===== config.mk =====
export PLATFORM = sky130hd
export DESIGN_NAME = rr_arbiter
export DESIGN_NICKNAME = d
export VERILOG_FILES = /design/src/rtl/rr_arbiter.sv
export SDC_FILE = /design/constraint.sdc
export NUM_CORES = 1
export LEC_CHECK = 0
export ABC_AREA = 0
export ABC_CLOCK_PERIOD_IN_PS = 5200
export CAP_MARGIN = 20
export CORE_MARGIN = 2
export CORE_UTILIZATION = 38
export CTS_CLUSTER_SIZE = 10
export DETAILED_ROUTE_END_ITERATION = 6
export GPL_ROUTABILITY_DRIVEN = 0
export PLACE_DENSITY = 0.75
export SYNTH_ARGS = -nofsm -noshare
export SYNTH_HDL_FRONTEND = slang
export SYNTH_SLANG_ARGS = --single-unit

===== constraint.sdc =====
create_clock -name clk -period 5.2 [get_ports clk]
set_input_delay 1.04 -clock clk [delete_from_list [all_inputs] [get_ports clk]]
set_output_delay 1.04 -clock clk [all_outputs]
set_load 0.02 [all_outputs]

===== src/rtl/rr_arbiter.sv =====
// rtl/rr_arbiter.sv - round-robin arbiter with registered one-hot grant and optional hold limit
//
// Shares one resource among N requesters. The next owner is the lowest
// requester above the last winner. If none is requesting there, the search
// wraps to the lowest requester overall. An ownership lasts until the owner
// drops its request, or until HOLD_LIMIT grant cycles have elapsed. Each
// ownership is followed by one dead GAP cycle before the next arbitration.
//
// Ports:
//   clk         system clock, all state on rising edge
//   reset_n     asynchronous active-low reset
//   req         per-requester request level
//   grant       registered one-hot grant, zero when there is no owner
//   grant_idx   index of current owner, meaningful while grant_valid=1
//   grant_valid high while any grant bit is high
//   preempt     one-cycle pulse when an ownership is ended by the hold limit
module rr_arbiter #(
  parameter int N          = 8,
  parameter int HOLD_LIMIT = 0,
  parameter int CNTW       = 16,
  localparam int IW        = $clog2(N)
) (
  input  logic          clk,
  input  logic          reset_n,
  input  logic [N-1:0]  req,
  output logic [N-1:0]  grant,
  output logic [IW-1:0] grant_idx,
  output logic          grant_valid,
  output logic          preempt
);

  typedef enum logic [1:0] {
    IDLE = 2'd0,
    OWN  = 2'd1,
    GAP  = 2'd2
  } state_t;

  localparam logic [CNTW-1:0] HOLD_CNT = CNTW'(HOLD_LIMIT);

  state_t          state, state_n;
  logic [IW-1:0]   ptr, ptr_n;
  logic [CNTW-1:0] count, count_n;
  logic [N-1:0]    grant_n;
  logic [IW-1:0]   grant_idx_n;
  logic            grant_valid_n;
  logic            preempt_n;

  logic [N-1:0]    mask;
  logic [N-1:0]    masked_req;
  logic [IW-1:0]   win;

  function automatic logic [IW-1:0] lowest_set(input logic [N-1:0] v);
    logic [IW-1:0] r;
    r = '0;
    // Scan downwards so the last hit, the lowest index, is the one kept.
    for (int i = N - 1; i >= 0; i--) begin
      if (v[i]) r = IW'(i);
    end
    return r;
  endfunction

  // Bits strictly above the last winner. This is a per-bit compare rather than
  // a shift, so ptr=N-1 yields an empty mask even when N is a power of two.
  always_comb begin
    mask = '0;
    for (int i = 0; i < N; i++) begin
      mask[i] = (i > int'(ptr));
    end
  end

  assign masked_req = req & mask;
  assign win        = (|masked_req) ? lowest_set(masked_req) : lowest_set(req);

  always_comb begin
    state_n       = state;
    ptr_n         = ptr;
    count_n       = count;
    grant_n       = grant;
    grant_idx_n   = grant_idx;
    grant_valid_n = grant_valid;
    preempt_n     = 1'b0;
    case (state)
      IDLE: begin
        if (|req) begin
          grant_n       = N'(1) << win;
          grant_idx_n   = win;
          grant_valid_n = 1'b1;
          ptr_n         = win;
          count_n       = CNTW'(1);
          state_n       = OWN;
        end
      end
      OWN: begin
        // A request drop wins over limit expiry, so no preempt is raised then.
        if (!req[grant_idx]) begin
          grant_n       = '0;
          grant_valid_n = 1'b0;
          state_n       = GAP;
        end else if ((HOLD_LIMIT != 0) && (count == HOLD_CNT)) begin
          grant_n       = '0;
          grant_valid_n = 1'b0;
          preempt_n     = 1'b1;
          state_n       = GAP;
        end else if (count != '1) begin
          count_n = count + 1'b1;
        end
      end
      GAP: begin
        state_n = IDLE;
      end
      default: begin
        grant_n       = '0;
        grant_valid_n = 1'b0;
        state_n       = IDLE;
      end
    endcase
  end

  always_ff @(posedge clk or negedge reset_n) begin
    if (!reset_n) begin
      state       <= IDLE;
      ptr         <= IW'(N - 1);
      count       <= '0;
      grant       <= '0;
      grant_idx   <= '0;
      grant_valid <= 1'b0;
      preempt     <= 1'b0;
    end else begin
      state       <= state_n;
      ptr         <= ptr_n;
      count       <= count_n;
      grant       <= grant_n;
      grant_idx   <= grant_idx_n;
      grant_valid <= grant_valid_n;
      preempt     <= preempt_n;
    end
  end

endmodule


Word level (Yosys, flattened, before mapping):

Index checks and enable logic that the tools add are counted.

* flip-flop bits (word level): 17
* latch bits: 0
* RAM bits: 0
* memory bits (read-only): 0
* bits of input ports: 10
* output and inout bits: 13
* logic and storage cells: 54
* memories kept: 0

* add/subtract/negate cells: 0
* multipliers: 0
* div/mod/pow operators: 0
* magnitude comparators: 8
* eq/ne operators: 4
* shifts and indexed selects: 1
* muxes and demuxes: 28
* bitwise logic cells: 2
* reduce and logical (&&, ||, !) cells: 6

Operator list (number)
* $mux 3: 17
* $pmux 8 s3: 1
* $mux 8: 2
* $reduce_or 8->1: 2
* $gt 3x3->1 const A: 4
* $and 8x8->8: 1
* $shl 1x3->8 const A: 1
* $gt 2x3->1 const A: 2
* $lt 3x4->1 const B: 1
* $mux 2: 2
* $ne 2x2->1 const B: 2
* $pmux 2 s2: 1
* $reduce_and 2->1: 2
* $bmux 1 s3: 1
* $gt 1x3->1 const A: 1
* $mux 1: 3
* $pmux 1 s3: 1
* $reduce_and 3->1: 1
* $eq 2x1->1 const B: 1
* $eq 2x2->1 const B: 1
* $logic_not 2->1: 1
* $not 1->1: 1

Logic depth before layout (Yosys ltp):

Gate-level depths: netlist of run 1.

* depth after elaboration: 14
* mapped depth: 7
* depth with buffers taken out: 5

Worst setup path before layout of run 1:

No wires, ideal clock.

* path kind: in2reg
* start point: input req[3]
* end point: register grant[4]
* library setup time: 0.096 ns
* arrival time: 2.199 ns
* data required time: 5.104 ns
* setup slack: 2.906 ns
* cell stages on the path: 6
* path buffers: 1
* cell sequence: nor4_2 nand2b_1 and3_1 or3b_1 clkbuf_2 o31ai_1

* word-level cells in the longest chain between the ends: 9
* elaborated cells between the ends (all ways): 20
* classes of those cells: eq/ne: 2; shift: 1; mux: 13; bitwise: 1; reduce/logical: 3

RTL lines
* start: declaration: line 25 `input logic [N-1:0] req,`
* $and 8x8->8: line 71 `assign masked_req = req & mask;`
* $mux 3 (4 in a row): line 57 `if (v[i]) r = IW'(i);`
* $mux 3: line 72 `assign win = (|masked_req) ? lowest_set(masked_req) : lowest_set(req);`
* $shl 1x3->8: line 85 `grant_n = N'(1) << win;`
* $mux 8: line 84 `if (|req) begin`
* $pmux 8 s3: line 82 `case (state)`
* end signal: assignment: line 132 `grant <= grant_n;`
* end: declaration: line 26 `output logic [N-1:0] grant,`

Parallel ways exist; a longest one is shown, timed or not. The select of a mux whose other input is x is not followed.
A chain may end at the register's enable or synchronous reset.

Final worst setup path of run 1:

* start point: input req[2]
* end point: register grant[6]

* word-level cells in the longest chain between the ends: 8
* elaborated cells between the ends (all ways): 18
* classes of those cells: eq/ne: 2; shift: 1; mux: 11; bitwise: 1; reduce/logical: 3

RTL lines (line)
* $and 8x8->8: 71
* $mux 3 (3 in a row): 57
* $mux 3: 72
* $shl 1x3->8: 85
* $mux 8: 84
* $pmux 8 s3: 82

Parallel ways exist; a longest one is shown, timed or not. The select of a mux whose other input is x is not followed.

==> results.txt, run 1 <==
The number of different library cells used by synthesis comes to 40. Worst IR drop on VDD: 365 uV. The floorplan has 18 rows. In the routed design, unresolved DRC markers number 0.

By area the synthesized netlist is led by dfrtp_1 (35%), dfstp_2 (8.0%), o31ai_1 (6.8%). Detailed placement ended at an HPWL of 1.74 mm. The power density relative to cell area is 627 nW/um^2, and the number of flops mapped to enable cells by yosys is 0. During I/O placement, the number of pins put on the boundary was 23.

The largest area contributor in the netlist was dfrtp_1. Counting I/O delays and the setup requirement, the final critical path takes 2.83 ns. After detailed routing, the average wire length per cell comes to 14.2 um.

In this run the mean area of a mapped cell was 9.24 um^2. Horizontal die dimension: 55 um. The number of nets handed over by synthesis was 117. Buffers placed on the I/O ports in this run total 21. STA puts the critical path data arrival time at 3.04 ns. The run gives 138 as the final layout net count. The combinational family with the most area after synthesis was compound AO/OA/AOI/OAI gates. The final hold violation count was 0; the clock edge transition at the registers on the reported setup and hold paths was 0.08 ns.

The detailed router finished its first iteration with 13 violations. The area fraction of the dominant cell type after synthesis was 35.4%; the worst-case register-to-register setup slack was 3.27 ns. The area of the core was 2480 um^2; the post-detailed-route via-to-cell ratio was 5.58. TritonCTS built the clock tree. STA classifies the critical path startpoint as a primary input. In this run the worst hold path is classified as reg2reg. The layout cell share with drive strength beyond 1 is 8.66%, and the highest fanout seen on the critical path is 14.

The nature of the critical path endpoint is a register. The max-slew violation count is 0. The tools report the die outline area as 3030 um^2. The fraction of synthesized cell area in xor and xnor cells came out at 0%.

The tools report the aggregate global-route resource usage as 16.9%. For the internal portion of total power, the log shows 0.424 mW. The run gives 0 as the setup-violating endpoint count in the final report. The number of antenna diodes in the final layout is 0.

Number of H-tree branching levels: 1. The cell sitting at the root of the clock tree is a clkbuf_4. For the maximum clock frequency, the log shows 353 MHz.

Buffers inserted to repair hold after CTS numbered 0. Of the total power, registers draw 34.6%. In this run the worst setup path begins at req[2].

dfrtp_1 is the most common cell in the netlist. The worst path required time was 5.40 ns. Summed over all failing endpoints, the final setup total negative slack is 0 ns. Clock tree synthesis found a total of 17 sinks.

Basic-gate share of the synthesized area counting and, or, nand and nor cells: 20.1%. The critical path class was in2reg. At the pin with the least slew margin, the transition time is 0.736 ns. After synthesis, the most frequently instantiated cells are dfrtp_1 (14), nor2_1 (11), a21oi_1 (9), nand2_1 (9), o31ai_1 (9). The logs give 0 for the total of cells resized after clock tree synthesis and 0.491 nW for the leakage power. The worst register-to-register path ends at grant[5]$_DFFE_PN0P_. The reg-to-reg startpoint is ptr[2]$_DFFE_PN1P_. The portion of total power attributed to the clock network is 8.8%, and the initial antenna violation count is 0.

The logs give 56.6% for the combinational share of power and 18 for the largest net degree at the start of global routing. After synthesis the cells add up to 988 um^2. Yosys printed 0 warnings. After Yosys synthesis, full adders, half adders and majority gates account for 0% of the synthesized area. Summed over all layers, the routed wires come to 2.22 mm.

The number of buffers added for setup after CTS was 0. In this run, CTS created clock tree buffers numbering 3. The clock arrives with 0.000888 ns of skew. After synthesis the netlist holds a flip-flop and latch count of 17.

In this run the worst setup path terminates at grant[6]$_DFFE_PN0P_. In the synthesized netlist the async set-or-reset flop fraction comes to 100%. After layout, the worst path uses 54.5% of the clock period. The pre-antenna-repair detailed-routing pass consisted of 4 iterations.

The headroom to the max-slew limit was 50.9%. The vertical extent of the die is 55 um. No sink is reached through more buffers than the 2 on the longest clock path.

The proportion of synthesized area in mux cells was 5.57%. Summed over all nets, the switching power comes to 0.351 mW. The final design utilization came out at 49.9%. For the insertion delay to the later sink of the worst-skew pair, the log shows 0.29 ns.

For this run, the leading register cell type out of synthesis is dfrtp_1. The run gives 0 as the number of maximum-capacitance constraint violations. Measured in cells, the most critical reg-to-reg path has a length of 5.

The proportion of synthesized chip area in sequential cells was 43.4%; the total number of vias was 876. The switching part of the total works out to 45.3%. The first global-routing pass estimated 3.57 mm of wire.

Setup repair after global routing left no endpoint under its margin. The layout overhead on the synthesized area works out to 25.1%. The flow ran to the end, and the final reports show no timing, DRC or antenna violations. The post-detailed-route count of antenna-violating nets was 0.

The via count of the first global-routing pass is 762, and the initial cell density of the core is 39.9%. Hold timing on the final database bottoms out at a slack of 0.484 ns. The tools report the launch instance of the worst min-delay path as grant[2]$_DFFE_PN0P_. Global route total overflow: 0. In the synthesized netlist, the number of instances is 107. The compound-gate portion of the synthesized area was 26.3%.
==> cells by family (layout without fill, tap and decap cells) <==
| kind of cell | after synthesis | count (layout) |
|---|---|---|
| DFF | 17 | 17 |
| AOI/OAI and AO/OA | 39 | 39 |
| and+or+nand+nor | 38 | 38 |
| muxes | 3 | 3 |
| buffers and inverters | 9 | 29 |
| other | 1 | 1 |
==> worst min path at each step <==
stage	endpoint	cells past startpoint	slack (ns)
3_5_place_dp	grant_valid$_DFFE_PN0P_	1	0.47
5_1_grt	grant_valid$_DFFE_PN0P_	1	0.51
3_3_place_gp	grant[2]$_DFFE_PN0P_	2	0.46
2_1_floorplan	ptr[0]$_DFFE_PN1P_	2	0.51
6_report	grant[2]$_DFFE_PN0P_	2	0.48
4_1_cts	grant_valid$_DFFE_PN0P_	1	0.49
==> registers in the layout, summed over array words and instances, names as in the netlist <==
| register | count |
|---|---|
| grant | 8 |
| ptr | 3 |
| state | 2 |
| grant_valid | 1 |
| grant_idx | 3 |
==> cell type report <==
type | count | area, um^2
flip-flops and latches | 17 | 429
inverters | 4 | 15.0
multi-input cells | 81 | 518
well taps | 30 | 37.5
clock buffers | 4 | 26.3
fillers | 253 | 1240
repair buffers | 21 | 210
==> through the flow <==
step / std cells / area, um^2 / setup WS, ns / total power, mW
global placement: 153 / 1210 / 2.20 / 0.693
global route: 157 / 1240 / 2.21 / 0.837
CTS: 157 / 1240 / 2.39 / 0.778
finish: 157 / 1240 / 2.37 / 0.775
floorplan: 107 / 988 / 2.91 / 0.552
detailed placement: 153 / 1210 / 2.08 / 0.709
==> layer usage <==
layer	vias to the layer above	wire length [um]	track usage, %
li1	437	-	-
met1	406	1020	22.2
met2	24	1040	25.6
met3	9	100	4.84
met4	0	59	8.13
met5	-	0	0
==> critical path, cell delays in order <==
cell	delay [ns]
clkdlybuf4s50_1	0.61
nor4_2	0.10
a21oi_1	0.20
and2b_1	0.38
or3b_1	0.47
o31ai_1	0.23
==> power by group through the flow <==
stage	clock (mW)	combinational (mW)	sequential, mW
global route	0.0790	0.482	0.276
detailed placement	0	0.438	0.271
CTS	0.0702	0.439	0.268
finish	0.0680	0.439	0.268
floorplan	0	0.258	0.293
global placement	0	0.427	0.266
==> cells in the final DEF (no fill, tap or decap), drive strengths merged, types with 2 or more instances in the layout <==
master          n
clkbuf          4
inv             4
o31ai           9
o21ai           7
nand2b          5
o22ai           2
nand2           9
dfstp           3
a21oi           9
clkdlybuf4s50  21
dfrtp          14
mux4            2
nor4            2
nor2           11
a21boi          2
nor2b           3
(Power assumes the default switching activity.)
==> inputs of run 2 (changes only) <==
--- a/config.mk
+++ b/config.mk
@@ -6,14 +6,14 @@
 export NUM_CORES = 1
 export LEC_CHECK = 0
 export ABC_AREA = 0
-export ABC_CLOCK_PERIOD_IN_PS = 5200
+export ABC_CLOCK_PERIOD_IN_PS = 2350
 export CAP_MARGIN = 20
 export CORE_MARGIN = 2
 export CORE_UTILIZATION = 38
 export CTS_CLUSTER_SIZE = 10
 export DETAILED_ROUTE_END_ITERATION = 6
 export GPL_ROUTABILITY_DRIVEN = 0
-export PLACE_DENSITY = 0.75
+export PLACE_DENSITY = 0.77
 export SYNTH_ARGS = -nofsm -noshare
 export SYNTH_HDL_FRONTEND = slang
 export SYNTH_SLANG_ARGS = --single-unit
==> constraint.sdc (replaced) <==
create_clock -name clk -period 2.35 [get_ports clk]
set_input_delay 0.47 -clock clk [delete_from_list [all_inputs] [get_ports clk]]
set_output_delay 0.47 -clock clk [all_outputs]
set_load 0.02 [all_outputs]
==> run 2 against run 1 <==
Compared with the run above: clock power increased by 130%; largest power group unchanged; final cell count rose by 4.5%; largest cell class unchanged; critical endpoint unchanged; worst setup slack worse by 2.1 ns; routed wire length fell by 0.77%; non-clock buffer count rose by 7; sequential power is 120% higher; global-route usage rose by 0.12 points; count of clock-buffer cells in the layout unchanged.
==> results.txt, run 2 (synthesis results as in run 1) <==
The run gives 39.9% (unchanged) as the initial cell density of the core. In this run the worst hold path is classified as reg2reg. The run gives 3.70 mm (+3.7%) as the global-route wire length before repair. The count of hold buffers inserted by post-cts repair was 0 (unchanged); the layout cell share with drive strength beyond 1 was 13.4% (+4.8 points). The total number of vias came out at 922 (+5.3%). STA classifies the critical path endpoint as a register. The final design utilization was 52.0% (+2.1 points). The global route total overflow was 0 (unchanged). The tools report the worst slack on hold paths as 0.484 ns (-0.000326 ns). TritonCTS built the clock tree. The run gives 0.526 nW (+7.1%) as the leakage power. In the final layout, the registers with the most flip-flops are grant: 8 flops, grant_idx: 3 flops, ptr: 3 flops.

The run gives 17.0% (+0.12 points) as the aggregate global-route resource usage. The critical path class is in2reg. Via count of the first global-routing pass: 865 (+14%). The register ranked first by flip-flop count was grant. The final layout net count is 145 (+5.1%), and the cell row count is 18 (unchanged).

The number of buffers added for setup after CTS came out at 0 (unchanged). The detailed-route wire length per cell was 13.4 um (-5.0%); the maximum clock frequency was 477 MHz. For the power dissipated by switching net loads, the log shows 0.785 mW (+120%). The largest net degree at the start of global routing is 18 (unchanged). The antenna diode instance count is 0 (unchanged). Initial antenna violation count: 0 (unchanged). The total power draw was 1.79 mW (+130%). The post-detailed-route count of antenna-violating nets is 0 (unchanged). The DRC violation count after routing came out at 0 (unchanged).

The flow ran to the end, and the final reports show no timing, DRC or antenna violations. The internal portion of total power came out at 1.00 mW (+140%). Setup repair after global routing left no endpoint under its margin. The area of the core was 2480 um^2 (unchanged); the final hold violation count was 0 (unchanged).

Total of buffers placed on input and output ports: 21 (unchanged). CTS placed an instance of clkbuf_4 at the clock tree root. The tools report the part of the total power dissipated in sequential elements as 33.1% (-1.5 points). The insertion delay to the later sink of the worst-skew pair is 0.29 ns (about the same). The clock sink count is 17 (unchanged), and the number of flip-flops in the largest register is 8 (unchanged). Max-slew violation count: 0 (unchanged). The aggregate routed wire length is 2.21 mm (-0.77%).

The clock edge transition at the registers on the reported setup and hold paths was 0.09 ns (about the same); the number of iterations in the first detailed-routing pass was 5 (+1). The run gives 1.78 mm (+2.1%) as the post-DP HPWL. For the first-iteration detailed-routing DRC count, the log shows 15 (+2). The horizontal die dimension was 55 um (unchanged). The final critical-path required period works out to 2.09 ns.

The setup-violating endpoint count in the final report was 0 (unchanged); the layout overhead on the synthesized area was 30.4%. The final period utilization is 89.1%, and the portion of total power attributed to the clock network is 8.6% (-0.2 points). The power density relative to cell area was 1390 nW/um^2 (+120%).

For the combinational share of power, the log shows 58.3% (+1.7 points). In the layout the commonest cells are clkdlybuf4s50_1 (21), dfrtp_1 (14), nor2_1 (11). The buffer depth of the longest clock path was 2 (unchanged). The TritonCTS buffer count was 3 (unchanged). STA classifies the critical path startpoint as a primary input. The vertical extent of the die came out at 55 um (unchanged). The run gives 23 (unchanged) as the number of top-level design ports.

The highest fanout seen on the critical path is 7 (-7). The tools report the number of maximum-capacitance constraint violations as 0 (unchanged). The number of H-tree branching levels came out at 1 (unchanged). The die outline area was 3030 um^2 (unchanged); the worst path required time was 2.55 ns (-2.85 ns). The run gives 2.29 ns (-0.75 ns) as the arrival time of the worst setup path. The most common cell after layout, fill and taps aside is clkdlybuf4s50_1. The worst-margin pin slew is 0.725 ns (-0.0106 ns), and the worst IR drop on VDD is 850 uV (+130%). The post-detailed-route via-to-cell ratio was 5.62 (+0.76%).

The switching part of the total was 43.9% (-1.4 points); the worst setup skew after layout was 0.00162 ns (+0.000728 ns). The total of cells resized after clock tree synthesis is 0 (unchanged), and the headroom to the max-slew limit is 51.5% (+0.55 points).
==> run 2: stage by stage <==
stage	std cells	area (um^2)	worst slack [ns]	TNS, ns
finish	164	1290	0.255	0
global route	164	1290	0.160	0
CTS	164	1290	0.276	0
detailed placement	160	1260	-0.0294	-0.0412
global placement	160	1260	0.0140	0
floorplan	107	988	0.600	0
==> run 2: path summary, 6_finish.rpt <==
check                                      from                        to  slack [ns]  cells after the start
max                                      req[3]      grant[6]$_DFFE_PN0P_        0.26                      6
min                        grant[1]$_DFFE_PN0P_      grant[1]$_DFFE_PN0P_        0.48                      2
max reg2reg                  ptr[2]$_DFFE_PN1P_      grant[0]$_DFFE_PN0P_        0.45                      5
min reg2reg                grant[1]$_DFFE_PN0P_      grant[1]$_DFFE_PN0P_        0.48                      2
max in group asynchronous               reset_n      grant[1]$_DFFE_PN0P_        1.29                      1
min in group asynchronous               reset_n  grant_idx[1]$_DFFE_PN0P_        0.61                      1
==> run 2: area by class of cell <==
class	instances	area [um^2]
Multi-Input combinational cell	81	518
Tap cell	30	37.5
Clock buffer	4	26.3
Sequential cell	17	429
Inverter	4	15.0
Timing Repair Buffer	28	263
Fill cell	258	1190
==> run 2: metal layers <==
| layer | up-vias | wire [um] | GRT usage, % |
|---|---|---|---|
| li1 | 450 | - | - |
| met5 | - | 0 | 0 |
| met1 | 442 | 972 | 21.2 |
| met4 | 0 | 11 | 2.44 |
| met3 | 2 | 116 | 4.84 |
| met2 | 28 | 1110 | 30.0 |
==> run 2: worst max-delay path, cell delays in order <==
cell             delay (ns)
clkdlybuf4s50_1        0.58
nor4_2                 0.09
a21oi_1                0.20
and2b_1                0.26
or3b_1                 0.46
o31ai_1                0.23
==> run 2: power by group through the flow <==
stage	registers [mW]	clock network (mW)	logic (mW)
floorplan	0.649	0	0.572
CTS	0.595	0.159	1.04
global placement	0.589	0	1.02
global route	0.619	0.173	1.13
finish	0.591	0.154	1.04
detailed placement	0.599	0	1.04
